<file path="src/rtl/core_pkg.sv">
// Shared RV32I core types and constants used by the fetch stage.
package core_pkg;
  localparam int XLEN = 32;
  localparam int ILEN = 32;

  localparam logic [XLEN-1:0] DEF_RESET_PC = 32'h0000_0000;
  localparam logic [ILEN-1:0] NOP          = 32'h0000_0013;  // addi x0,x0,0

  typedef enum logic {FETCH, DRAIN} fetch_state_t;

  typedef struct packed {
    logic [ILEN-1:0] instr;
    logic [XLEN-1:0] pc;
  } fetch_entry_t;

  // Instruction addresses are always word aligned.
  function automatic logic [XLEN-1:0] align_pc(input logic [XLEN-1:0] a);
    return {a[XLEN-1:2], 2'b00};
  endfunction
endpackage

</file>
<file path="src/rtl/fetch_fifo.sv">
// In-order prefetch FIFO of fetch entries with flush; push+pop allowed when full.
module fetch_fifo
  import core_pkg::*;
#(
  parameter int DEPTH = 2
) (
  input  logic                         clk,
  input  logic                         rst,
  input  logic                         push,
  input  fetch_entry_t                 push_data,
  input  logic                         pop,
  input  logic                         flush,
  output fetch_entry_t                 head,
  output logic [$clog2(DEPTH+1)-1:0]   count
);
  localparam int AW = $clog2(DEPTH);
  localparam int CW = $clog2(DEPTH+1);

  fetch_entry_t  mem [DEPTH];
  logic [AW-1:0] wr_ptr, rd_ptr;
  logic          do_push, do_pop;

  // A pop frees the slot the same cycle, so a full FIFO may still take a push.
  assign do_pop  = pop && (count != '0);
  assign do_push = push && ((count != CW'(DEPTH)) || do_pop);
  assign head    = mem[rd_ptr];

  // Storage, pointers and occupancy; flush discards everything buffered.
  always_ff @(posedge clk or posedge rst) begin
    if (rst) begin
      wr_ptr <= '0;
      rd_ptr <= '0;
      count  <= '0;
      for (int i = 0; i < DEPTH; i++) mem[i] <= '0;
    end else if (flush) begin
      wr_ptr <= '0;
      rd_ptr <= '0;
      count  <= '0;
    end else begin
      if (do_push) begin
        mem[wr_ptr] <= push_data;
        wr_ptr      <= wr_ptr + 1'b1;
      end
      if (do_pop) rd_ptr <= rd_ptr + 1'b1;
      count <= count + CW'(do_push) - CW'(do_pop);
    end
  end
endmodule

</file>
<file path="src/rtl/instr_fetch.sv">
// RV32I fetch stage: owns the PC, issues credit-limited imem requests,
// buffers returned words and drains in-flight fetches after a redirect.
// Optional: IFETCH_MISALIGN_CHK_EN adds a fetch_misalign pulse output.
module instr_fetch
  import core_pkg::*;
#(
  parameter logic [31:0] RESET_PC   = DEF_RESET_PC,
  parameter int          FIFO_DEPTH = 2
) (
  input  logic        clk,
  input  logic        rst,
  output logic        imem_req_valid,
  input  logic        imem_req_ready,
  output logic [31:0] imem_req_addr,
  input  logic        imem_resp_valid,
  input  logic [31:0] imem_resp_data,
  input  logic        redirect_valid,
  input  logic [31:0] redirect_pc,
  output logic        instr_valid,
  output logic [31:0] instr,
  output logic [31:0] instr_pc,
  input  logic        instr_ready
`ifdef IFETCH_MISALIGN_CHK_EN
  ,output logic       fetch_misalign
`endif
);
  localparam int CW = $clog2(FIFO_DEPTH+1);

  fetch_state_t  state, state_n;
  logic [31:0]   pc, resp_pc;
  logic [CW-1:0] outst, outst_n, fifo_cnt;
  logic [CW:0]   used;
  logic          pop, acc, dec, push;
  fetch_entry_t  head;

  assign pop  = instr_valid && instr_ready;
  // Credits count in-flight plus buffered words; a same-cycle pop frees one.
  assign used = {1'b0, outst} + {1'b0, fifo_cnt} - {{CW{1'b0}}, pop};

  assign imem_req_valid = !rst && (state == FETCH) && (used < (CW+1)'(FIFO_DEPTH));
  assign imem_req_addr  = pc;
  assign acc            = imem_req_valid && imem_req_ready;
  assign dec            = imem_resp_valid && (outst != '0);
  assign push           = (state == FETCH) && dec && !redirect_valid;
  assign outst_n        = outst + CW'(acc) - CW'(dec);

  fetch_fifo #(.DEPTH(FIFO_DEPTH)) u_fifo (
    .clk       (clk),
    .rst       (rst),
    .push      (push),
    .push_data ('{instr: imem_resp_data, pc: resp_pc}),
    .pop       (pop && !redirect_valid),
    .flush     (redirect_valid),
    .head      (head),
    .count     (fifo_cnt)
  );

  assign instr_valid = (fifo_cnt != '0);
  assign instr       = head.instr;
  assign instr_pc    = head.pc;

  // State register.
  always_ff @(posedge clk or posedge rst) begin
    if (rst) state <= FETCH;
    else     state <= state_n;
  end

  // Redirect drains whatever is still in flight; drain ends when nothing is left.
  always_comb begin
    state_n = state;
    if (redirect_valid)
      state_n = (outst_n != '0) ? DRAIN : FETCH;
    else if (state == DRAIN && outst_n == '0)
      state_n = FETCH;
  end

  // PC, PC of the next expected response, and in-flight request count.
  always_ff @(posedge clk or posedge rst) begin
    if (rst) begin
      pc      <= RESET_PC;
      resp_pc <= RESET_PC;
      outst   <= '0;
    end else begin
      outst <= outst_n;
      if (redirect_valid) begin
        pc      <= align_pc(redirect_pc);
        resp_pc <= align_pc(redirect_pc);
      end else begin
        if (acc)  pc      <= pc + 32'd4;
        if (push) resp_pc <= resp_pc + 32'd4;
      end
    end
  end

`ifdef IFETCH_MISALIGN_CHK_EN
  // One-cycle flag for a redirect target that was not word aligned.
  always_ff @(posedge clk or posedge rst) begin
    if (rst) fetch_misalign <= 1'b0;
    else     fetch_misalign <= redirect_valid && (redirect_pc[1:0] != 2'b00);
  end
`endif
endmodule
</file>
<file path="config.mk">
export PLATFORM = sky130hd
export DESIGN_NAME = instr_fetch
export DESIGN_NICKNAME = d
export VERILOG_FILES = /design/src/rtl/core_pkg.sv /design/src/rtl/fetch_fifo.sv /design/src/rtl/instr_fetch.sv
export SDC_FILE = /design/constraint.sdc
export NUM_CORES = 1
export LEC_CHECK = 0
export ABC_AREA = 1
export BUFFER_PORTS_ARGS = -buffer_cell sky130_fd_sc_hd__buf_2
export CAP_MARGIN = 40
export CORE_AREA = 4 4 170 213
export DETAILED_ROUTE_END_ITERATION = 8
export DIE_AREA = 0 0 174 217
export SETUP_SLACK_MARGIN = 0.4
export SLEW_MARGIN = 25
export SYNTH_ARGS = -nofsm -noshare
export SYNTH_HDL_FRONTEND = slang
export SYNTH_SLANG_ARGS = --single-unit
</file>
<file path="constraint.sdc">
create_clock -name clk -period 6.2 [get_ports clk]
set_clock_uncertainty 0.15 [all_clocks]
set_input_delay 0.93 -clock clk [delete_from_list [all_inputs] [get_ports clk]]
set_output_delay 0.93 -clock clk [all_outputs]
set_load 0.005 [all_outputs]
</file>
==> results.py, run 1 <==
metrics = {
    "run_status": {
        "status": "completed",
    },
    "power": {
        "power_switching_mw": 1.729,
        "power_frac_seq_pct": 42.8,
        "powerDensity_nw_per_um2": 385.3,
        "clkPwrFrac_pct": 24.3,
        "swShare_pct": 37.70,
        "leakage_nw": 6.200,
        "p_int_mw": 2.857,
        "power_frac_comb_pct": 32.9,
        "max-vdd-ir-drop_mv": 0.2008,
    },
    "route": {
        "drc": 0,
        "drt_iter0_markers": 570,
        "first_pass_iters": 5,
        "routed_wl_mm": 28.66,
        "ant_nets": 0,
        "vias": 9068,
        "vias_per_cell": 4.582,
        "routedWlPerCell_um": 14.48,
    },
    "global_routing": {
        "antenna_found_initial": 0,
        "grt_pass1_vias": 8611,
        "grt_use_total_pct": 15.18,
        "grt_max_degree": 192,
        "grt_pass1_wl_mm": 46.07,
        "gr-total-overflow": 0,
    },
    "final_layout": {
        "ff_latch_area_um2": 4781,
        "final_nets": 1616,
        "synthToLayoutAreaGrowth_pct": 17.20,
        "fillers": 3660,
        "antenna_cells": 0,
        "post-route-util_pct": 34.77,
        "multi_input_area_um2": 4501,
        "drive_gt1_share_pct": 14.84,
        "final_cells": 1979,
    },
    "clocking": {
        "htree_levels": 4,
        "clock-sinks": 191,
        "cts_resized": 0,
        "cts_tree": "done",
        "cts.reportedPaths.clkPinSlew_ps": 70,
        "cts_buffers": 17,
        "post_cts_buffers": 0,
        "clockBufferDepth": 2,
        "clock-root-buffer": "clkbuf_16",
        "clk_latency_ps": 440,
        "hold_buffers": 0,
    },
    "sta": {
        "setup-tns-final_ps": 0,
        "max-slew-margin-rel_pct": 49.22,
        "clock.fmax_mhz": 267.4,
        "min_period_over_period_pct": 60.31,
        "slew_violations": 0,
        "setup_ws_ps": 2461,
        "worst_pin_slew_ps": 761.7,
        "finalHoldViolCount": 0,
        "period_minus_slack_ps": 3739,
        "setup_violations": 0,
        "rsz0062_at_grt": "no",
        "hold-worst-slack_ps": 336.0,
    },
    "floorplanning": {
        "rows": 76,
        "initial_core_util_pct": 29.67,
        "dieArea_um2": 37760,
        "die_w_um": 174,
        "core_um2": 34230,
        "die_h_um": 217,
        "ios": 168,
    },
    "critical_path": {
        "r2r_cells": 18,
        "cp_max_fo": 63,
        "r2r-start": "u_fifo.count[0]$_DFF_PP0_",
        "r2r_end": "state$_DFFE_PP0P_",
        "required_ps": 5120,
        "worstPathArrival_ps": 2660,
        "r2r_setup_slack_ps": 3000,
        "crit_path_start_kind": "flip-flop",
        "cp-startpoint": "u_fifo.rd_ptr$_DFFE_PP0P_",
        "cp-end-kind": "output port",
        "criticalPathCategory": "reg -> out",
    },
    "logic_synthesis": {
        "synth_cell_types": 38,
        "yosys_warnings": 0,
        "synth.most_common_cell": "nand2_1",
        "synth_top_area_share_pct": 47.06,
        "synthTopCellsByArea": "dfrtp_1 (47%), nand2_1 (22%), inv_1 (5.2%)",
        "synthCells": 1400,
        "synth_edf_count": 0,
        "postSynthAreaPerCell_um2": 7.254,
        "yosysSeqAreaShare_pct": 47.06,
        "ys_ff_latch": 191,
        "async_flop_share_pct": 100.0,
        "synth.top_cells.by_count": "nand2_1 (587), dfrtp_1 (191), inv_1 (142)",
        "syn_area_um2": 10160,
        "synth_area_leader_cell": "dfrtp_1",
        "synth-main-ff-cell": "dfrtp_1",
    },
    "placed_design": {
        "dp_hpwl_mm": 20.39,
        "gp_congestion": 0.8947,
        "dp_slack_ps": 2473,
        "io_buffers": 161,
        "place_inst": 1945,
    },
    "min_path": {
        "worstHoldStart": "u_fifo.mem[82]$_DFFE_PP0P_",
        "min_path_cells": 2,
        "holdPathEnd": "u_fifo.mem[82]$_DFFE_PP0P_",
        "min_path_type": "reg -> reg",
    },
    "job": {
        "cap_violations": 0,
    },
}
metrics by stage:
stage	power (mW)	cell area, µm²
detailed placement	3.519	11260
global placement	3.466	11240
global route	4.983	11900
CTS	4.658	11860
floorplan	2.915	10170
finish	4.587	11900
cell type report:
cell class / instances / share of cell area, %
tap: 429 / 4.510
multi-input combinational: 1010 / 37.81
clock buffer: 17 / 3.574
clock inverter: 15 / 1.461
timing repair buffer: 171 / 7.842
sequential: 191 / 40.17
inverter: 146 / 4.636
power groups by stage:
stage	clock (mW)	combinational, mW	sequential, mW
2_1_floorplan	0	0.993	1.92
3_3_place_gp	0	1.50	1.97
3_5_place_dp	0	1.54	1.98
4_1_cts	1.15	1.55	1.96
5_1_grt	1.21	1.75	2.02
6_report	1.12	1.51	1.96
kinds of logic after synthesis:
group                      synth area share (%)
AOI/OAI and AO/OA                         9.708
xor gates and xnor gates                  1.725
adders and majority gates                 1.183
buffers and inverters                     8.735
DFF                                       47.06
other                                   0.03692
and+or+nand+nor                           31.55
sequential cells by signal, summed over array words and instances (netlist names):
name,count
resp_pc,30
state,1
u_fifo.mem,124
u_fifo.rd_ptr,1
outst,2
u_fifo.wr_ptr,1
u_fifo.count,2
imem_req_addr,30
worst max-delay path by stage:
stage	slack [ps]	to
6_report	2460	instr_pc[8]
5_1_grt	2210	instr_pc[27]
4_1_cts	2340	instr_pc[27]
3_5_place_dp	2470	u_fifo.mem[55]$_DFFE_PP0P_
3_3_place_gp	2530	state$_DFFE_PP0P_
2_1_floorplan	2660	imem_req_addr[10]$_DFFE_PP0N_
worst max-delay path, stage by stage, from the launching register on:
cell and delay (ps):
dfrtp_2 340, buf_4 590, inv_2 490, buf_4 400, nand2_1 100, nand2_1 100
buf_2 150
routing by layer:
layer  global-route usage (%)  routed length [µm]  vias up
met2                    25.34               13420      244
met5                        0                   0        -
met4                    5.281                 779        0
met1                    19.96               13110     4160
met3                    2.623                1349       35
li1                         -                   -     4629
placed cells by master (no fill, tap or decap), types with 5 or more instances in the layout:
master	Yosys	final
ha_1	8	8
clkbuf_16	0	17
nand2_1	587	587
xnor2_1	10	10
dfrtp_1	191	190
xor2_1	10	10
nand3_1	84	84
o21ai_2	6	6
inv_1	142	141
o211ai_1	6	6
nand4_1	5	5
nor2_2	6	6
o21ai_1	102	102
buf_4	5	6
buf_2	10	161
o21bai_1	6	6
o21ai_0	53	53
nor2_1	94	94
Note: power is estimated with default switching activity, not from simulation.
==> run 2: changes to the inputs <==
Settings changed: ABC_AREA 1 to 0, CORE_AREA 4 4 170 213 to 4 4 162 203, DIE_AREA 0 0 174 217 to 0 0 166 207.
Clock period 6.2 ns to 3.2 ns, I/O delays scaled along.
==> run 2 against run 1 <==
The flow now finishes with violations (negative setup slack). Final cell count decreased by 33%. Count of clock-buffer cells in the layout unchanged. Non-clock buffer count is 40 higher. Synthesized cell count shrank 49%. Highest routed layer unchanged.
==> results.py, run 2 <==
metrics = {
    "route": {
        "vias_per_cell": 4.733,
        "drt_iter0_markers": 262,
        "vias": 6276,
        "routed_wl_mm": 22.95,
        "drc": 0,
        "first_pass_iters": 4,
        "ant_nets": 0,
        "routedWlPerCell_um": 17.31,
    },
    "floorplanning": {
        "initial_core_util_pct": 29.79,
        "core_um2": 30900,
        "ios": 168,
        "die_w_um": 166,
        "dieArea_um2": 34360,
        "rows": 72,
        "die_h_um": 207,
    },
    "critical_path": {
        "worstPathArrival_ps": 3490,
        "cp-end-kind": "flip-flop",
        "required_ps": 3370,
        "cp_cell_sequence": "inv_2 -> nand2_2 -> nand2_2 -> inv_2 -> ha_4 -> nand2b_4 -> fa_1 -> or3b_4 -> nor2_4 -> buf_6 -> nand2_4 -> ha_4 -> inv_2 -> ha_4 -> xnor2_4 -> xnor2_2 -> o22a_1",
        "cp-startpoint": "u_fifo.count[0]$_DFF_PP0_",
        "r2r_setup_slack_ps": -120,
        "r2r-start": "u_fifo.count[0]$_DFF_PP0_",
        "cpLargestDelayFamily": "adder cells",
        "max_stage_delay_ps": 510,
        "crit_path_start_kind": "flip-flop",
        "critPathBufInv": 4,
        "criticalPathCategory": "reg -> reg",
        "cp_max_fo": 2,
        "cp_slowest_cell": "fa_1",
    },
    "logic_synthesis": {
        "yosysSeqAreaShare_pct": 51.92,
        "synth_top_area_share_pct": 51.92,
        "synthCells": 714,
        "synth.top_cells.by_count": "mux2_2 (214), dfrtp_1 (191), xnor2_1 (29)",
        "synth_area_leader_cell": "dfrtp_1",
        "syn_area_um2": 9206,
        "synth.most_common_cell": "mux2_2",
        "synth-main-ff-cell": "dfrtp_1",
        "yosys_warnings": 0,
        "async_flop_share_pct": 100.0,
        "synthTopCellsByArea": "dfrtp_1 (52%), mux2_2 (26%), xnor2_1 (2.8%)",
        "synth_edf_count": 0,
        "ys_ff_latch": 191,
        "postSynthAreaPerCell_um2": 12.89,
        "synth_cell_types": 45,
    },
    "sta": {
        "finalHoldViolCount": 0,
        "min_period_over_period_pct": 103.9,
        "setup_violations": 4,
        "rsz0062_at_grt": "yes",
        "setup_ws_ps": -123.8,
        "max-slew-margin-rel_pct": 51.08,
        "worst_pin_slew_ps": 733.7,
        "period_minus_slack_ps": 3324,
        "slew_violations": 0,
        "clock.fmax_mhz": 300.9,
    },
    "power": {
        "leakage_nw": 5.303,
        "powerDensity_nw_per_um2": 766.0,
        "power.total_mw": 9.045,
        "max-vdd-ir-drop_mv": 0.3407,
    },
    "job": {
        "cap_violations": 0,
    },
    "final_layout": {
        "antenna_cells": 0,
        "fin_area_um2": 11810,
        "final_common_cell": "mux2_2",
        "largest_reg_flops": 124,
        "final_cell_mix": "mux2_2 (199), dfrtp_1 (190), buf_2 (161)",
        "final_nets": 986,
        "regMostFlops": "u_fifo.mem",
        "drive_gt1_share_pct": 54.62,
        "synthToLayoutAreaGrowth_pct": 28.27,
    },
    "clocking": {
        "clk_latency_ps": 440,
        "cts_buffers": 17,
        "htree_levels": 4,
        "clock-sinks": 191,
        "cts.reportedPaths.clkPinSlew_ps": 70,
        "cts_tree": "done",
        "clockBufferDepth": 2,
        "clock-root-buffer": "clkbuf_16",
    },
    "global_routing": {
        "grt_pass1_vias": 6521,
        "gr-total-overflow": 0,
        "antenna_found_initial": 0,
        "grt_pass1_wl_mm": 37.16,
        "grt_max_degree": 59,
        "grt_use_total_pct": 13.40,
    },
    "placed_design": {
        "placed_area_um2": 10810,
        "dp_hpwl_mm": 16.50,
        "io_buffers": 161,
        "dp_slack_ps": -131.6,
        "gp_congestion": 0.8114,
    },
    "run_status": {
        "violations": "negative setup slack",
        "status": "complete, but fails checks",
    },
    "min_path": {
        "worstHoldStart": "imem_resp_data[7]",
        "min_path_type": "in -> reg",
    },
}
## run 2: changes by cell type in the layout (fill, tap and decap cells not counted), sizes merged, moves of 11 or more
| cell | delta |
|---|---|
| buf | +39 |
| nand3 | -67 |
| mux2 | +214 |
| nand2 | -566 |
| o31a | +17 |
| nor3 | +12 |
| xnor2 | +19 |
| inv | -134 |
| and3 | +11 |
| o21ai | -156 |
| nor4 | +12 |
| nor2 | -88 |
| nand4 | +17 |
## run 2: where the power goes
part           switching (mW)  total [mW]  internal, mW  leakage [nW]
combinational            1.27        3.19          1.92          2.69
sequential              0.509        3.74          3.23          2.32
clock                    1.01        2.11          1.10         0.286
## run 2: final timing paths
check,to,depth (start not counted)
max reg2reg,state$_DFFE_PP0P_,17
max,state$_DFFE_PP0P_,17
min,u_fifo.mem[103]$_DFFE_PP0P_,2
min reg2reg,u_fifo.mem[28]$_DFFE_PP0P_,1
max in group asynchronous,u_fifo.mem[116]$_DFFE_PP0P_,4
min in group asynchronous,u_fifo.count[0]$_DFF_PP0_,3
## run 2: timing repair
action,CTS,global route
resized for setup,31,23
hold buffers,1,0
setup endpoints to repair,32,33
setup buffers,9,7
hold endpoints to repair,21,0
pin swaps,13,18
## run 2: final cells by class
class / instances / area, µm²
multi-input cells: 475 / 4541
inverters: 11 / 45.04
fillers: 2977 / 19090
clock buffers: 17 / 425.4
repair buffers: 211 / 1355
flip-flops and latches: 191 / 4781
well taps: 407 / 509.2
clock inverters: 14 / 152.6
## run 2: cell families (layout without fill, tap and decap cells)
group,Yosys count,after routing,synth area share [%]
AO/OA/AOI/OAI,54,54,4.159
XOR/XNOR,48,48,4.566
adder cells (fa/ha/maj),9,9,1.305
buffers and inverters,51,253,2.487
flip-flops,191,191,51.92
multiplexers,216,216,26.39
other,1,4,0.04073
AND/OR/NAND/NOR,144,144,9.133
## run 2: metrics by stage
step | cells | TNS [ps] | hold slack [ps] | utilization, %
6_report | 1326 | -313.3 | 139.6 | 38.22
2_1_floorplan | 717 | -2.651 | 323.7 | -
3_3_place_gp | 1278 | -257.0 | 330.8 | 34.99
3_5_place_dp | 1278 | -375.5 | 337.8 | 34.99
5_1_grt | 1326 | -755.0 | 110.2 | 38.22
4_1_cts | 1319 | -195.8 | 103.4 | 37.59
## run 2: per-layer routing
layer  GRT usage, %  wire length, µm
met1          17.92            10450
met4          3.956              345
met2          22.10            11230
met5              0                0
met3          2.651              933
